===== src/rtl/pipe_stage_reg.sv =====
// pipe_stage_reg: parametrised inter-stage register with valid/ready.
// Optional 2-entry skid (registered in_ready) via PIPE_STAGE_SKID_EN.
module pipe_stage_reg #(
  parameter int unsigned       PC_W      = 32,
  parameter int unsigned       DATA_W    = 32,
  parameter logic [DATA_W-1:0] NOP_VALUE = '0
) (
  input  logic              clk,
  input  logic              rst,
  input  logic              flush,
  input  logic              freeze,
  input  logic              in_valid,
  output logic              in_ready,
  input  logic [PC_W-1:0]   in_pc,
  input  logic [DATA_W-1:0] in_data,
  output logic              out_valid,
  input  logic              out_ready,
  output logic [PC_W-1:0]   out_pc,
  output logic [DATA_W-1:0] out_data,
  output logic [1:0]        count
);

  logic              m_valid_q;
  logic              m_valid_d;
  logic [PC_W-1:0]   m_pc_q;
  logic [PC_W-1:0]   m_pc_d;
  logic [DATA_W-1:0] m_data_q;
  logic [DATA_W-1:0] m_data_d;

  logic              acc;
  logic              deq;

  // Present M downstream; invalid slots show a NOP and a zero PC.
  always_comb begin
    out_valid = m_valid_q & ~freeze & ~flush;
    out_pc    = m_valid_q ? m_pc_q : '0;
    out_data  = m_valid_q ? m_data_q : NOP_VALUE;
    deq       = out_valid & out_ready;
  end

`ifdef PIPE_STAGE_SKID_EN

  logic              s_valid_q;
  logic              s_valid_d;
  logic [PC_W-1:0]   s_pc_q;
  logic [PC_W-1:0]   s_pc_d;
  logic [DATA_W-1:0] s_data_q;
  logic [DATA_W-1:0] s_data_d;
  logic [1:0]        count_q;
  logic [1:0]        count_d;

  // Ready comes only from the skid flag, so no ready chain upstream.
  always_comb begin
    in_ready = ~rst & ~s_valid_q & ~freeze & ~flush;
    acc      = in_valid & in_ready;
    count    = count_q;
  end

  // Next state of M and S: flush, then freeze, then transfers.
  always_comb begin
    m_valid_d = m_valid_q;
    m_pc_d    = m_pc_q;
    m_data_d  = m_data_q;
    s_valid_d = s_valid_q;
    s_pc_d    = s_pc_q;
    s_data_d  = s_data_q;
    if (flush) begin
      m_valid_d = 1'b0;
      m_pc_d    = '0;
      m_data_d  = NOP_VALUE;
      s_valid_d = 1'b0;
      s_pc_d    = '0;
      s_data_d  = NOP_VALUE;
    end else if (!freeze) begin
      if (deq) begin
        if (s_valid_q) begin
          m_valid_d = 1'b1;
          m_pc_d    = s_pc_q;
          m_data_d  = s_data_q;
          s_valid_d = 1'b0;
          s_pc_d    = '0;
          s_data_d  = NOP_VALUE;
        end else begin
          m_valid_d = 1'b0;
        end
      end
      if (acc) begin
        if (!m_valid_q || deq) begin
          m_valid_d = 1'b1;
          m_pc_d    = in_pc;
          m_data_d  = in_data;
        end else begin
          s_valid_d = 1'b1;
          s_pc_d    = in_pc;
          s_data_d  = in_data;
        end
      end
    end
    count_d = {1'b0, m_valid_d} + {1'b0, s_valid_d};
  end

  // State registers; reset drops every held entry.
  always_ff @(posedge clk or posedge rst) begin
    if (rst) begin
      m_valid_q <= 1'b0;
      m_pc_q    <= '0;
      m_data_q  <= NOP_VALUE;
      s_valid_q <= 1'b0;
      s_pc_q    <= '0;
      s_data_q  <= NOP_VALUE;
      count_q   <= 2'd0;
    end else begin
      m_valid_q <= m_valid_d;
      m_pc_q    <= m_pc_d;
      m_data_q  <= m_data_d;
      s_valid_q <= s_valid_d;
      s_pc_q    <= s_pc_d;
      s_data_q  <= s_data_d;
      count_q   <= count_d;
    end
  end

`else

  logic count_q;
  logic count_d;

  // Ready passes through when M is empty or draining this cycle.
  always_comb begin
    in_ready = ~rst & ~freeze & ~flush & (~m_valid_q | out_ready);
    acc      = in_valid & in_ready;
    count    = {1'b0, count_q};
  end

  // Next state of M: flush, then freeze, then transfers.
  always_comb begin
    m_valid_d = m_valid_q;
    m_pc_d    = m_pc_q;
    m_data_d  = m_data_q;
    if (flush) begin
      m_valid_d = 1'b0;
      m_pc_d    = '0;
      m_data_d  = NOP_VALUE;
    end else if (!freeze) begin
      if (acc) begin
        m_valid_d = 1'b1;
        m_pc_d    = in_pc;
        m_data_d  = in_data;
      end else if (deq) begin
        m_valid_d = 1'b0;
      end
    end
    count_d = m_valid_d;
  end

  // State registers; reset drops the held entry.
  always_ff @(posedge clk or posedge rst) begin
    if (rst) begin
      m_valid_q <= 1'b0;
      m_pc_q    <= '0;
      m_data_q  <= NOP_VALUE;
      count_q   <= 1'b0;
    end else begin
      m_valid_q <= m_valid_d;
      m_pc_q    <= m_pc_d;
      m_data_q  <= m_data_d;
      count_q   <= count_d;
    end
  end

`endif

endmodule


===== config.mk =====
export PLATFORM = sky130hd
export DESIGN_NAME = pipe_stage_reg
export DESIGN_NICKNAME = d
export VERILOG_FILES = /design/src/rtl/pipe_stage_reg.sv
export SDC_FILE = /design/constraint.sdc
export NUM_CORES = 1
export LEC_CHECK = 0
export CAP_MARGIN = 10
export CELL_PAD_IN_SITES_DETAIL_PLACEMENT = 0
export CELL_PAD_IN_SITES_GLOBAL_PLACEMENT = 1
export CORE_AREA = 2 2 105 107
export DETAILED_ROUTE_END_ITERATION = 16
export DIE_AREA = 0 0 107 109
export GPL_TIMING_DRIVEN = 1
export PLACE_DENSITY = 0.92
export SETUP_SLACK_MARGIN = 0.5
export SYNTH_ARGS = -nofsm -noshare
export SYNTH_HDL_FRONTEND = slang
export SYNTH_SLANG_ARGS = --single-unit

===== constraint.sdc =====
create_clock -name clk -period 2.35 [get_ports clk]
set_clock_uncertainty 0.15 [all_clocks]
set_input_delay 0.235 -clock clk [delete_from_list [all_inputs] [get_ports clk]]
set_output_delay 0.235 -clock clk [all_outputs]
set_load 0.01 [all_outputs]

# Word level (Yosys, flattened, before mapping)
# Index checks and enable logic that the tools add are counted.
# op_classes
eq_ne	1
bitwise	12
reduce_logical	4
muxes	12
# op_table
operator	count
$mux W32	8
$and A1 B1 Y1	7
$mux W1	4
$not A1 Y1	4
$reduce_and A2 Y1	2
$reduce_bool A3 Y1	1
$ne A2 B2 Y1 const B	1
$reduce_bool A2 Y1	1
$or A1 B1 Y1	1
# word_totals
reg_bits	65
elab_cells	32
inputBits	70

# Longest topological paths before layout
# Gate-level depths: netlist (run 1).
# depth
ltp_word	8
mapped_depth	5
mapped_depth_nobuf	3

# Least setup slack after synthesis (run 1)
# OpenSTA, ideal clock, no wires.
# synth_path
path_kind	in2reg
start	in rst
end	reg m_data_q[13]
t_arrival_ps	2634
setup_time_ps	125
path_slack_ps	-559
stages	5
cell_sequence	inv_1 -> o2111ai_1 -> buf_4 -> buf_6 -> mux2_4
# synth_via
elab_chain_cells	7
# synth_rtl
item	line_no	source
start, declared	9	input logic rst,
$not A1 Y1	130	in_ready = ~rst & ~freeze & ~flush & (~m_valid_q | out_ready);
$and A1 B1 Y1 (3 in series)	130	
$and A1 B1 Y1	131	acc = in_valid & in_ready;
$reduce_bool A2 Y1 (no source line)	-	
$reduce_and A2 Y1 (no source line)	-	
end signal, assigned	166	m_data_q <= m_data_d;
end, declared	27	logic [DATA_W-1:0] m_data_q;
# Every way passes these cells.
# A chain may end at the register's enable or synchronous reset.

==> results of run 1 <==
[final cells by class]
type | count | area, um^2 | area share
well taps | 140 | 175.2 | 0.03215
multi-input cells | 200 | 1839 | 0.3375
repair buffers | 162 | 1600 | 0.2937
flip-flops and latches | 65 | 1628 | 0.2987
clock inverters | 4 | 27.53 | 0.005052
clock buffers | 12 | 155.1 | 0.02847
inverters | 2 | 23.77 | 0.004363
[cells by family after synthesis]
| family | Yosys count |
|---|---|
| muxes | 64 |
| AOI/OAI and AO/OA | 3 |
| and+or+nand+nor | 132 |
| buffers and inverters | 25 |
| other | 1 |
| DFF | 65 |
[Yosys cell counts]
master and instances:
dfrtp_1 65, o21ai_0 1, clkbuf_1 13, nor3_1 1
buf_2 1, mux2_4 49, nor2_1 2, o2111ai_1 1
conb_1 1, o31ai_1 1, buf_6 5, and2_1 64
nor2b_1 54, buf_4 4, mux2_2 15, and2b_1 11
inv_1 2
[state kept, by name (all words and copies together), names as in the netlist]
signal	cells
m_data_q	32
m_pc_q	32
count_q	1
[critical path: stages (launching register included)]
cell       delay, ns
dfrtp_2         0.41
buf_12          0.12
buf_12          0.11
clkinv_8        0.05
o2111ai_4       0.20
buf_6           0.18
buf_12          0.11
buf_16          0.13
mux2_4          0.30
[per-layer routing]
layer,wire length (um),track usage
met1,4366,0.2196
met2,4478,0.2602
met3,402,0.03288
met4,110,0.05009
met5,0,0
[stage by stage]
step / cells / area, um^2 / power, mW / hold WS, ns
finish: 585 / 5449 / 2.443 / 0.3583
CTS: 578 / 5524 / 2.463 / 0.3389
global placement: 550 / 5027 / 1.508 / 0.4396
floorplan: 290 / 3551 / 1.344 / 0.2303
global route: 585 / 5449 / 2.539 / 0.3508
detailed placement: 550 / 5027 / 1.514 / 0.4431
[worst max path at each step]
stage	startpoint	cells past startpoint	slack, ns	endpoint
finish	count_q	8	0.48	m_data_q[4]
global route	count_q	8	0.41	m_data_q[4]
CTS	count_q	5	0.37	out_pc[3]
detailed placement	freeze	5	0.30	in_ready
global placement	freeze	5	0.34	in_ready
floorplan	rst	5	0.02	m_data_q[13]
[power groups by stage]
stage	sequential, mW	combinational, mW	clock, mW
4_1_cts	1.17	0.370	0.919
6_report	1.17	0.379	0.889
3_5_place_dp	1.19	0.320	0
5_1_grt	1.18	0.408	0.952
2_1_floorplan	1.19	0.156	0
3_3_place_gp	1.19	0.315	0
[repair_timing]
| item | 4_1_cts | 5_1_grt |
|---|---|---|
| buffers inserted | 5 | 6 |
| pin swaps | 0 | 1 |
| resized for setup | 148 | 98 |
| endpoints found under the setup margin | 131 | 121 |
| gates cloned | 7 | 1 |
==> key figures, run 1 <==
Clocking
  – TritonCTS clock tree: yes
  – Clock latency on the worst-skew pair: roughly 0.32 ns
  – CTS Buf Count: 9
  – CTS Hold Bufs: 0
  – H-Tree Depth: 3
  – Worst-path clk slew: roughly 0.080 ns
  – CTS root buffer: clkbuf_8
  – Clk sinks: 65
  – Clk buf depth: 2

Global route
  – Vias in the first global route: approximately 2,900
  – Overflow after GRT: 0
  – First-pass GRT wire length: approximately 15,000 um
  – Largest net degree at the start of global routing: 66
  – Total track usage: 0.1615
  – Initial antenna violation count: 0

STA
  – Max Slew Vio Count: 0
  – Hold Fails Final Rpt: 0
  – Final setup fails: 0
  – Worst slew pin tran: around 0.85 ns
  – RSZ-0062 raised after global routing: true
  – Relative slew margins: 0.4306
  – Fin crit period: 1.868 ns
  – TNS Setup: 0 ns
  – Final worst slack: roughly 0.48 ns
  – Fin crit share: 0.7948
  – Max Fclk: between 0.5 and 0.6 GHz

Yosys
  – Synth Area in XOR/XNOR: 0
  – Largest area contributor in the netlist: dfrtp_1
  – Largest family of logic cells by synthesized area: multiplexers
  – Post-Syn Area: ~3500 um^2
  – Seq/Total Area, Yosys: 0.4599
  – Simple-gate share of the synthesized area: 0.2356
  – Top cell type's share of synthesized area: 0.4599
  – Distinct cells, synth: 17
  – Mapped Nets: 360
  – Compound-Gate Fraction of Synth Area: 0.006013
  – Syn Inst Count: between 200 and 300
  – Register bit total from synthesis: between 60 and 70
  – Area contributors post-synth: dfrtp_1, mux2_4, and2_1
  – Post-synthesis adder-cell area fraction: 0
  – Mux contribution to synthesized area: 0.2557
  – Ys Warns: 0
  – Syn Area/Cell: 12.20 um^2

Worst hold path
  – Worst Hold Depth: 2
  – Hold Crit Class: in -> reg
  – Hold Crit Start: in_pc[23]
  – WHS Endpoint: m_pc_q[23]

Place
  – DP HPWL: between 5000 and 6000 um
  – Gpl congestion: 0.6883
  – Input/output buffers: 136
  – DP Worst Slack: between 0.2 and 0.3 ns

Critical path
  – Setup CP Type: reg -> reg
  – RR Startpoint: count_q
  – Crit-path max FO: 8
  – WP data arrival: 1.92 ns
  – Reg2Reg Setup Slack: between 0.4 and 0.5 ns
  – FF-to-FF End: m_data_q[4]
  – Worst Path Required: roughly 2.4 ns
  – Worst setup EP type: flop
  – Crit path launch type: flop
  – Reg2reg path depth: 8

Layout
  – Layout fillers: 965
  – Commonest non-fill, non-tap cells in the layout: clkdlybuf4s50_1, dfrtp_1, mux2_4
  – Post-layout net count: between 500 and 600
  – Commonest non-fill, non-tap cell in the layout: clkdlybuf4s50_1
  – Share of cells above drive strength 1: 0.4000
  – Post-layout util: 0.5139
  – Synth-to-Final Area Change: 54.05%
  – Diode count: 0

Route
  – Routed len/inst: 15.99 um
  – Vias: approximately 2,600
  – Initial detailed-routing violation count: 80
  – Drt pass-1 iters: 4
  – Via density: approximately 4.5
  – Post-route DRC: 0
  – DRT antenna net count: 0
  – Drt total wl: ~9400 um

Floorplan
  – Top Ports: between 100 and 150
  – Initial core utilization: 0.3336
  – Std-Cell Rows: 38
  – Die area: between 10,000 and 15,000 um^2
  – Die H: 109 um
  – Total core area: 10,600 um^2
  – Chip width: approximately 110 um

Power and ir drop
  – Switch Pwr: between 600 and 700 uW
  – Comb pwr share: 0.155
  – Sw Share: 0.2465
  – Max VDD drop: around 0.28 mV
  – Internal: approximately 1.8 mW
  – Leakage: between 2 and 3 nW
  – PD cells: between 400 and 500 nW/um^2
  – Sequential share of power: 0.481
  – Clock power share: 0.364

Status
  – Status: complete, no violations

Flow run
  – Max cap viols: 0
No activity file was read; power rests on OpenSTA's default activity.
==> run 2, diff against run 1 <==
--- a/config.mk
+++ b/config.mk
@@ -8,11 +8,11 @@
 export CAP_MARGIN = 10
 export CELL_PAD_IN_SITES_DETAIL_PLACEMENT = 0
 export CELL_PAD_IN_SITES_GLOBAL_PLACEMENT = 1
-export CORE_AREA = 2 2 105 107
+export CORE_AREA = 2 2 112 114
 export DETAILED_ROUTE_END_ITERATION = 16
-export DIE_AREA = 0 0 107 109
+export DIE_AREA = 0 0 114 116
 export GPL_TIMING_DRIVEN = 1
-export PLACE_DENSITY = 0.92
+export PLACE_DENSITY = 0.87
 export SETUP_SLACK_MARGIN = 0.5
 export SYNTH_ARGS = -nofsm -noshare
 export SYNTH_HDL_FRONTEND = slang
==> constraint.sdc (replaced) <==
create_clock -name clk -period 1.7 [get_ports clk]
set_clock_uncertainty 0.15 [all_clocks]
set_input_delay 0.17 -clock clk [delete_from_list [all_inputs] [get_ports clk]]
set_output_delay 0.17 -clock clk [all_outputs]
set_load 0.01 [all_outputs]
==> run 2 against run 1 <==
  * The run now ends with setup timing left
  * Via count up 3.4%
  * Clock power up 110%
  * Critical path type is now reg -> out
  * Register-to-register slack worse by 0.59 ns
  * First-iteration DRC count unchanged
  * Non-clock buffer count up 13
  * Global-route usage down 0.73 points
  * Worst hold slack worse by 0.072 ns
  * Count of clock-buffer cells in the layout unchanged
  * Critical endpoint is now out_data[16]
  * Die area up 13%
==> key figures, run 2 (same netlist as run 1, synthesis figures left out) <==
Global route
  – Met3 usage: 0.04132 (was 0.03288)
  – GRT busiest layer: met2 (unchanged)
  – Met2 Usage GRT: 0.2817 (was 0.2602)
  – Largest net degree at the start of global routing: 66 (unchanged)
  – Vias in the first global route: 2,937 (was 2,858)
  – Initial antenna violation count: 0 (unchanged)
  – Total track usage: 0.1542 (was 0.1615)
  – Overflow after GRT: 0 (unchanged)
  – Met1 Use GR: 0.1746 (was 0.2196)
  – First-pass GRT wire length: 15,570 um (was 14,620 um)

STA
  – Max Slew Vio Count: 0 (unchanged)
  – TNS Setup: -6.173 ns (was 0 ns)
  – Fin crit share: 1.076
  – Worst slew pin tran: 0.6189 ns (was 0.8541 ns)
  – RSZ-0062 raised after global routing: true (unchanged)
  – Hold Fails Final Rpt: 0 (unchanged)
  – Min Hold Slack: 0.2861 ns (was 0.3583 ns)
  – Fin crit period: between 1.5 and 2 ns
  – Final worst slack: -0.1296 ns (was 0.4823 ns)
  – Final setup fails: 90 (was 0)
  – Max Fclk: roughly 0.55 GHz
  – Relative slew margins: 0.5874 (was 0.4306)

Layout
  – Commonest non-fill, non-tap cells in the layout: clkdlybuf4s50_1, dfrtp_1, nor2b_1, buf_6, mux2_4 (was clkdlybuf4s50_1, dfrtp_1, mux2_4)
  – Multi-input logic area: 1906 um^2 (was 1839 um^2)
  – Layout fillers: 1,071 (was 965)
  – Share of cells above drive strength 1: 0.4967 (was 0.4000)
  – Diode count: 0 (unchanged)
  – Post-layout net count: 523 (was 510)
  – Top Registers: m_data_q: 32 flops, m_pc_q: 32 flops, count_q: 1 flops (unchanged)
  – Commonest non-fill, non-tap cell in the layout: clkdlybuf4s50_1 (unchanged)
  – Synth-to-Final Area Change: 72.13% (was 54.05%)
  – Post-layout util: 0.5111 (was 0.5139)
  – Final cell count without fillers: 604 (was 585)
  – Register area: 1628 um^2 (unchanged)

Critical path
  – Setup CP Type: reg -> out (was reg -> reg)
  – Worst Path Required: 1.38 ns (was 2.41 ns)
  – WP data arrival: 1.51 ns (was 1.92 ns)
  – Crit-path max FO: 10 (was 8)
  – Crit path launch type: flop (unchanged)
  – Reg2reg path depth: 7 (was 8)
  – Worst setup EP type: output port (was flop)

Clocking
  – TritonCTS clock tree: yes (unchanged)
  – Clk sinks: 65 (unchanged)
  – Worst-path clk slew: 0.05 ns (was 0.08 ns)
  – CTS Hold Bufs: 0 (unchanged)
  – CTS Buf Count: 9 (unchanged)
  – Clk buf depth: 2 (unchanged)
  – Clock latency on the worst-skew pair: 0.33 ns (was 0.32 ns)
  – H-Tree Depth: 3 (unchanged)
  – CTS root buffer: clkbuf_16 (was clkbuf_8)

Floorplan
  – Std-Cell Rows: 40 (was 38)
  – Initial core utilization: 0.2970 (was 0.3336)
  – Die area: 13,220 um^2 (was 11,660 um^2)
  – Chip width: 114 um (was 107 um)
  – Die H: 116 um (was 109 um)
  – Total core area: 11,910 um^2 (was 10,600 um^2)
  – Top Ports: 138 (unchanged)

Place
  – DP HPWL: 5891 um (was 5369 um)
  – Dpl cells: 559 (was 550)
  – Input/output buffers: 136 (unchanged)
  – Gpl congestion: 0.7602 (was 0.6883)

Worst hold path
  – Worst Hold Depth: 3 (was 2)
  – Hold Crit Class: in -> reg (unchanged)

Route
  – Vias: 2,706 (was 2,617)
  – Drt pass-1 iters: 4 (unchanged)
  – Routed len/inst: 17.67 um (was 15.99 um)
  – DRT antenna net count: 0 (unchanged)
  – Drt total wl: 10,670 um (was 9357 um)
  – Initial detailed-routing violation count: 80 (unchanged)
  – Via density: 4.480 (was 4.474)
  – Post-route DRC: 0 (unchanged)

Power and ir drop
  – Sw Share: 0.2167 (was 0.2465)
  – Leakage: 3.062 nW (was 2.837 nW)
  – Comb pwr share: 0.147 (was 0.155)
  – Sequential share of power: 0.401 (was 0.481)
  – Clock power share: 0.452 (was 0.364)
  – Switch Pwr: 882.3 uW (was 602.0 uW)
  – Total chip power: 4.073 mW (was 2.443 mW)
  – Internal: 3.190 mW (was 1.841 mW)
  – PD cells: 668.9 nW/um^2 (was 448.3 nW/um^2)
  – Max VDD drop: 0.5259 mV (was 0.2819 mV)

Status
  – Status: finished with violations (was complete, no violations)
  – Violated checks: setup timing

Flow run
  – Max cap viols: 0 (unchanged)
[run 2: cell types whose count changed in the layout (fill, tap and decap cells not counted), moves of 13 or more]
cell	before	now
clkbuf_16	1	14
buf_6	10	54
and2_4	7	41
clkbuf_2	47	0
and2_1	57	23
[run 2: final timing paths]
kind | slack [ns] | end | start
setup reg to reg | -0.11 | m_data_q[28] | count_q
min in group asynchronous | 0.31 | m_pc_q[7] | rst
hold / removal | 0.29 | count_q | flush
max in group asynchronous | 0.65 | count_q | rst
setup / recovery | -0.13 | out_data[16] | count_q
hold reg to reg | 0.46 | m_pc_q[7] | m_pc_q[7]
[run 2: power groups by stage]
stage	clock network (mW)	logic (mW)	registers [mW]
after floorplan	0	0.218	1.64
after global placement	0	0.445	1.65
after detailed placement	0	0.450	1.65
after CTS	1.91	0.550	1.63
after global routing	1.96	0.639	1.64
final	1.84	0.599	1.63
[run 2: repair_timing]
| action | 4_1_cts | 5_1_grt |
|---|---|---|
| setup endpoints to repair | 197 | 132 |
| gates cloned | 8 | 7 |
| pin swaps | 12 | 7 |
| resized for setup | 314 | 46 |
| setup buffers | 9 | 6 |
[run 2: cell type report]
cell class              instances  share of cell area
repair buffers                175              0.3381
well taps                     147             0.03021
flip-flops and latches         65              0.2674
inverters                       2            0.002672
clock buffers                  12             0.04213
multi-input cells             200              0.3130
clock inverters                 3            0.006576
[run 2: worst max-delay path, cell delays in order (launching register included)]
cell and delay (ns):
dfrtp_2 0.45, bufbuf_16 0.30, and2_1 0.15, dlygate4sd2_1 0.28
[run 2: layer usage]
| metal | wire [um] | vias to the layer above | part of all wire |
|---|---|---|---|
| met3 | 567 | 11 | 0.053 |
| met1 | 4232 | 1345 | 0.40 |
| met2 | 5741 | 87 | 0.54 |
| li1 | - | 1263 | - |
| met5 | 0 | - | 0 |
| met4 | 129 | 0 | 0.012 |
[run 2: stage by stage]
step	setup slack, ns	cell area, um^2
floorplan	-0.5631	3560
global placement	-0.1698	5065
detailed placement	-0.2638	5065
CTS	-0.1418	5712
global route	-0.1776	6088
finish	-0.1296	6088
==> run 3, diff against run 2 <==
--- a/config.mk
+++ b/config.mk
@@ -6,7 +6,7 @@
 export NUM_CORES = 1
 export LEC_CHECK = 0
 export CAP_MARGIN = 10
-export CELL_PAD_IN_SITES_DETAIL_PLACEMENT = 0
+export CELL_PAD_IN_SITES_DETAIL_PLACEMENT = 1
 export CELL_PAD_IN_SITES_GLOBAL_PLACEMENT = 1
 export CORE_AREA = 2 2 112 114
 export DETAILED_ROUTE_END_ITERATION = 16
==> run 3 against run 2 <==
  * The run still ends with setup timing left
  * Largest cell class unchanged
  * Design area fell by 2.1%
  * Critical path type is now reg -> reg
  * Sequential power barely moved
  * Maximum frequency rose by 0.57%
  * Worst hold slack improved by 0.020 ns
  * Global-route usage rose by 1.2 points
  * Via count fell by 0.26%
  * Wire length rose by 5.8%
  * Die area did not move
  * Sequential share of layout area rose by 0.57 points
  * Clock power barely moved
==> key figures, run 3 (same netlist as run 1, synthesis figures left out) <==
Layout
  – Final cell count without fillers: 602 (was 604)
  – Post-layout net count: 520 (was 523)
  – Diode count: 0 (unchanged)
  – Commonest non-fill, non-tap cells in the layout: clkdlybuf4s50_1, dfrtp_1, nor2b_1 (was clkdlybuf4s50_1, dfrtp_1, nor2b_1, buf_6, mux2_4)
  – Commonest non-fill, non-tap cell in the layout: clkdlybuf4s50_1 (unchanged)
  – Post-layout util: 0.5004 (was 0.5111)
  – Layout fillers: 1,204 (was 1,071)
  – Synth-to-Final Area Change: 68.52% (was 72.13%)
  – Post-route cell area: 5961 um^2 (was 6088 um^2)
  – Share of cells above drive strength 1: 0.5077 (was 0.4967)
  – Top Registers: m_data_q: 32 flops, m_pc_q: 32 flops, count_q: 1 flops (unchanged)

Clocking
  – Worst-path clk slew: 0.06 ns (was 0.05 ns)
  – TritonCTS clock tree: yes (unchanged)
  – Clk sinks: 65 (unchanged)
  – H-Tree Depth: 3 (unchanged)
  – Clock latency on the worst-skew pair: 0.32 ns (was 0.33 ns)
  – CTS Buf Count: 9 (unchanged)
  – CTS Hold Bufs: 0 (unchanged)
  – CTS root buffer: clkbuf_16 (unchanged)
  – Clk buf depth: 2 (unchanged)

Critical path
  – Crit-path max FO: 4 (was 10)
  – Worst setup EP type: flop (was output port)
  – Worst Path Required: 1.75 ns (was 1.38 ns)
  – Crit path launch type: flop (unchanged)
  – WP data arrival: 1.87 ns (was 1.51 ns)
  – Setup CP Type: reg -> reg (was reg -> out)

Route
  – Initial detailed-routing violation count: 77 (was 80)
  – Drt pass-1 iters: 4 (unchanged)
  – DRT antenna net count: 0 (unchanged)
  – Vias: 2,699 (was 2,706)
  – Routed len/inst: 18.76 um (was 17.67 um)
  – Via density: 4.483 (was 4.480)
  – Post-route DRC: 0 (unchanged)
  – Drt total wl: 11,290 um (was 10,670 um)

Global route
  – First-pass GRT wire length: 16,820 um (was 15,570 um)
  – Overflow after GRT: 0 (unchanged)
  – Total track usage: 0.1664 (was 0.1542)
  – Initial antenna violation count: 0 (unchanged)
  – Vias in the first global route: 3,041 (was 2,937)
  – Largest net degree at the start of global routing: 66 (unchanged)

Place
  – Post-placement cell area: 5065 um^2 (unchanged)
  – DP Worst Slack: -0.2815 ns (was -0.2638 ns)
  – Input/output buffers: 136 (unchanged)
  – Gpl congestion: 0.7602 (unchanged)
  – DP HPWL: 6620 um (was 5891 um)
  – Dpl cells: 559 (unchanged)

Floorplan
  – Top Ports: 138 (unchanged)
  – Die H: 116 um (unchanged)
  – Total core area: 11,910 um^2 (unchanged)
  – Initial core utilization: 0.2970 (unchanged)
  – Chip width: 114 um (unchanged)
  – Die area: 13,220 um^2 (unchanged)
  – Std-Cell Rows: 40 (unchanged)

Power and ir drop
  – PD cells: 683.3 nW/um^2 (was 668.9 nW/um^2)
  – Leakage: 2.992 nW (was 3.062 nW)
  – Total chip power: 4.073 mW (about the same)
  – Max VDD drop: 0.4035 mV (was 0.5259 mV)

STA
  – Max Slew Vio Count: 0 (unchanged)
  – Final worst slack: -0.1193 ns (was -0.1296 ns)
  – TNS Setup: -6.458 ns (was -6.173 ns)
  – Min Hold Slack: 0.3057 ns (was 0.2861 ns)
  – Fin crit share: 1.070 (was 1.076)
  – Worst slew pin tran: 0.5294 ns (was 0.6189 ns)
  – Relative slew margins: 0.6471 (was 0.5874)
  – Hold Fails Final Rpt: 0 (unchanged)
  – Fin crit period: 1.819 ns (was 1.830 ns)
  – RSZ-0062 raised after global routing: true (unchanged)
  – Final setup fails: 102 (was 90)
  – Max Fclk: 0.5497 GHz (was 0.5466 GHz)

Flow run
  – Max cap viols: 0 (unchanged)

Status
  – Violated checks: setup timing (unchanged)
  – Status: finished with violations (unchanged)

Worst hold path
  – Hold Crit Class: in -> reg (unchanged)
==> run 3: cell types whose count changed in the layout (fill, tap and decap cells not counted), moves of 6 or more <==
cell           delta
dlygate4sd2_1     -6
buf_6             -7
buf_4             +6
buf_2             +6
==> run 3: layout make-up <==
type,count,area (um^2),share of cell area
Sequential cell,65,1628,0.2731
Timing Repair Buffer,172,1941,0.3256
Clock buffer,11,242.7,0.04072
Inverter,2,16.27,0.002729
Clock inverter,5,55.05,0.009236
Multi-Input combinational cell,200,1894,0.3178
Tap cell,147,183.9,0.03086
==> run 3: power by group <==
| part | total, mW | switching [mW] | internal (mW) | leakage [nW] |
|---|---|---|---|---|
| combinational | 0.583 | 0.212 | 0.371 | 1.96 |
| sequential | 1.63 | 0.0297 | 1.60 | 0.892 |
| clock | 1.86 | 0.688 | 1.17 | 0.142 |
| total | 4.07 | 0.929 | 3.14 | 2.99 |
==> run 3: final timing paths <==
path | startpoint | endpoint | slack, ns | cells after the start
worst max-delay path | count_q | m_pc_q[19] | -0.12 | 7
worst min-delay path | in_pc[0] | m_pc_q[0] | 0.31 | 2
worst max register to register | count_q | m_pc_q[19] | -0.12 | 7
worst min register to register | m_pc_q[20] | m_pc_q[20] | 0.47 | 2
max in group asynchronous | rst | count_q | 0.69 | 3
min in group asynchronous | rst | m_pc_q[9] | 0.33 | 3
==> run 3: worst max-delay path: stages, from the launching register on <==
cell       delay (ns)
dfrtp_2          0.43
buf_6            0.14
inv_6            0.03
o2111ai_4        0.23
buf_6            0.17
buf_12           0.11
clkbuf_16        0.14
mux2_4           0.30
==> run 3: per-layer routing <==
metal  vias up  global-route usage  wire length, um
met5         -                   0                0
met2        82              0.3056             6064
met3         7             0.03295              525
met1      1361              0.2012             4607
met4         0             0.03902               92
li1       1249                   -                -
==> run 3: repair_timing <==
action,in CTS,in global routing
gates cloned,8,4
endpoints found under the hold margin,0,0
gates resized for setup,330,46
setup buffers,11,4
pin swaps,16,11
setup endpoints to repair,197,133
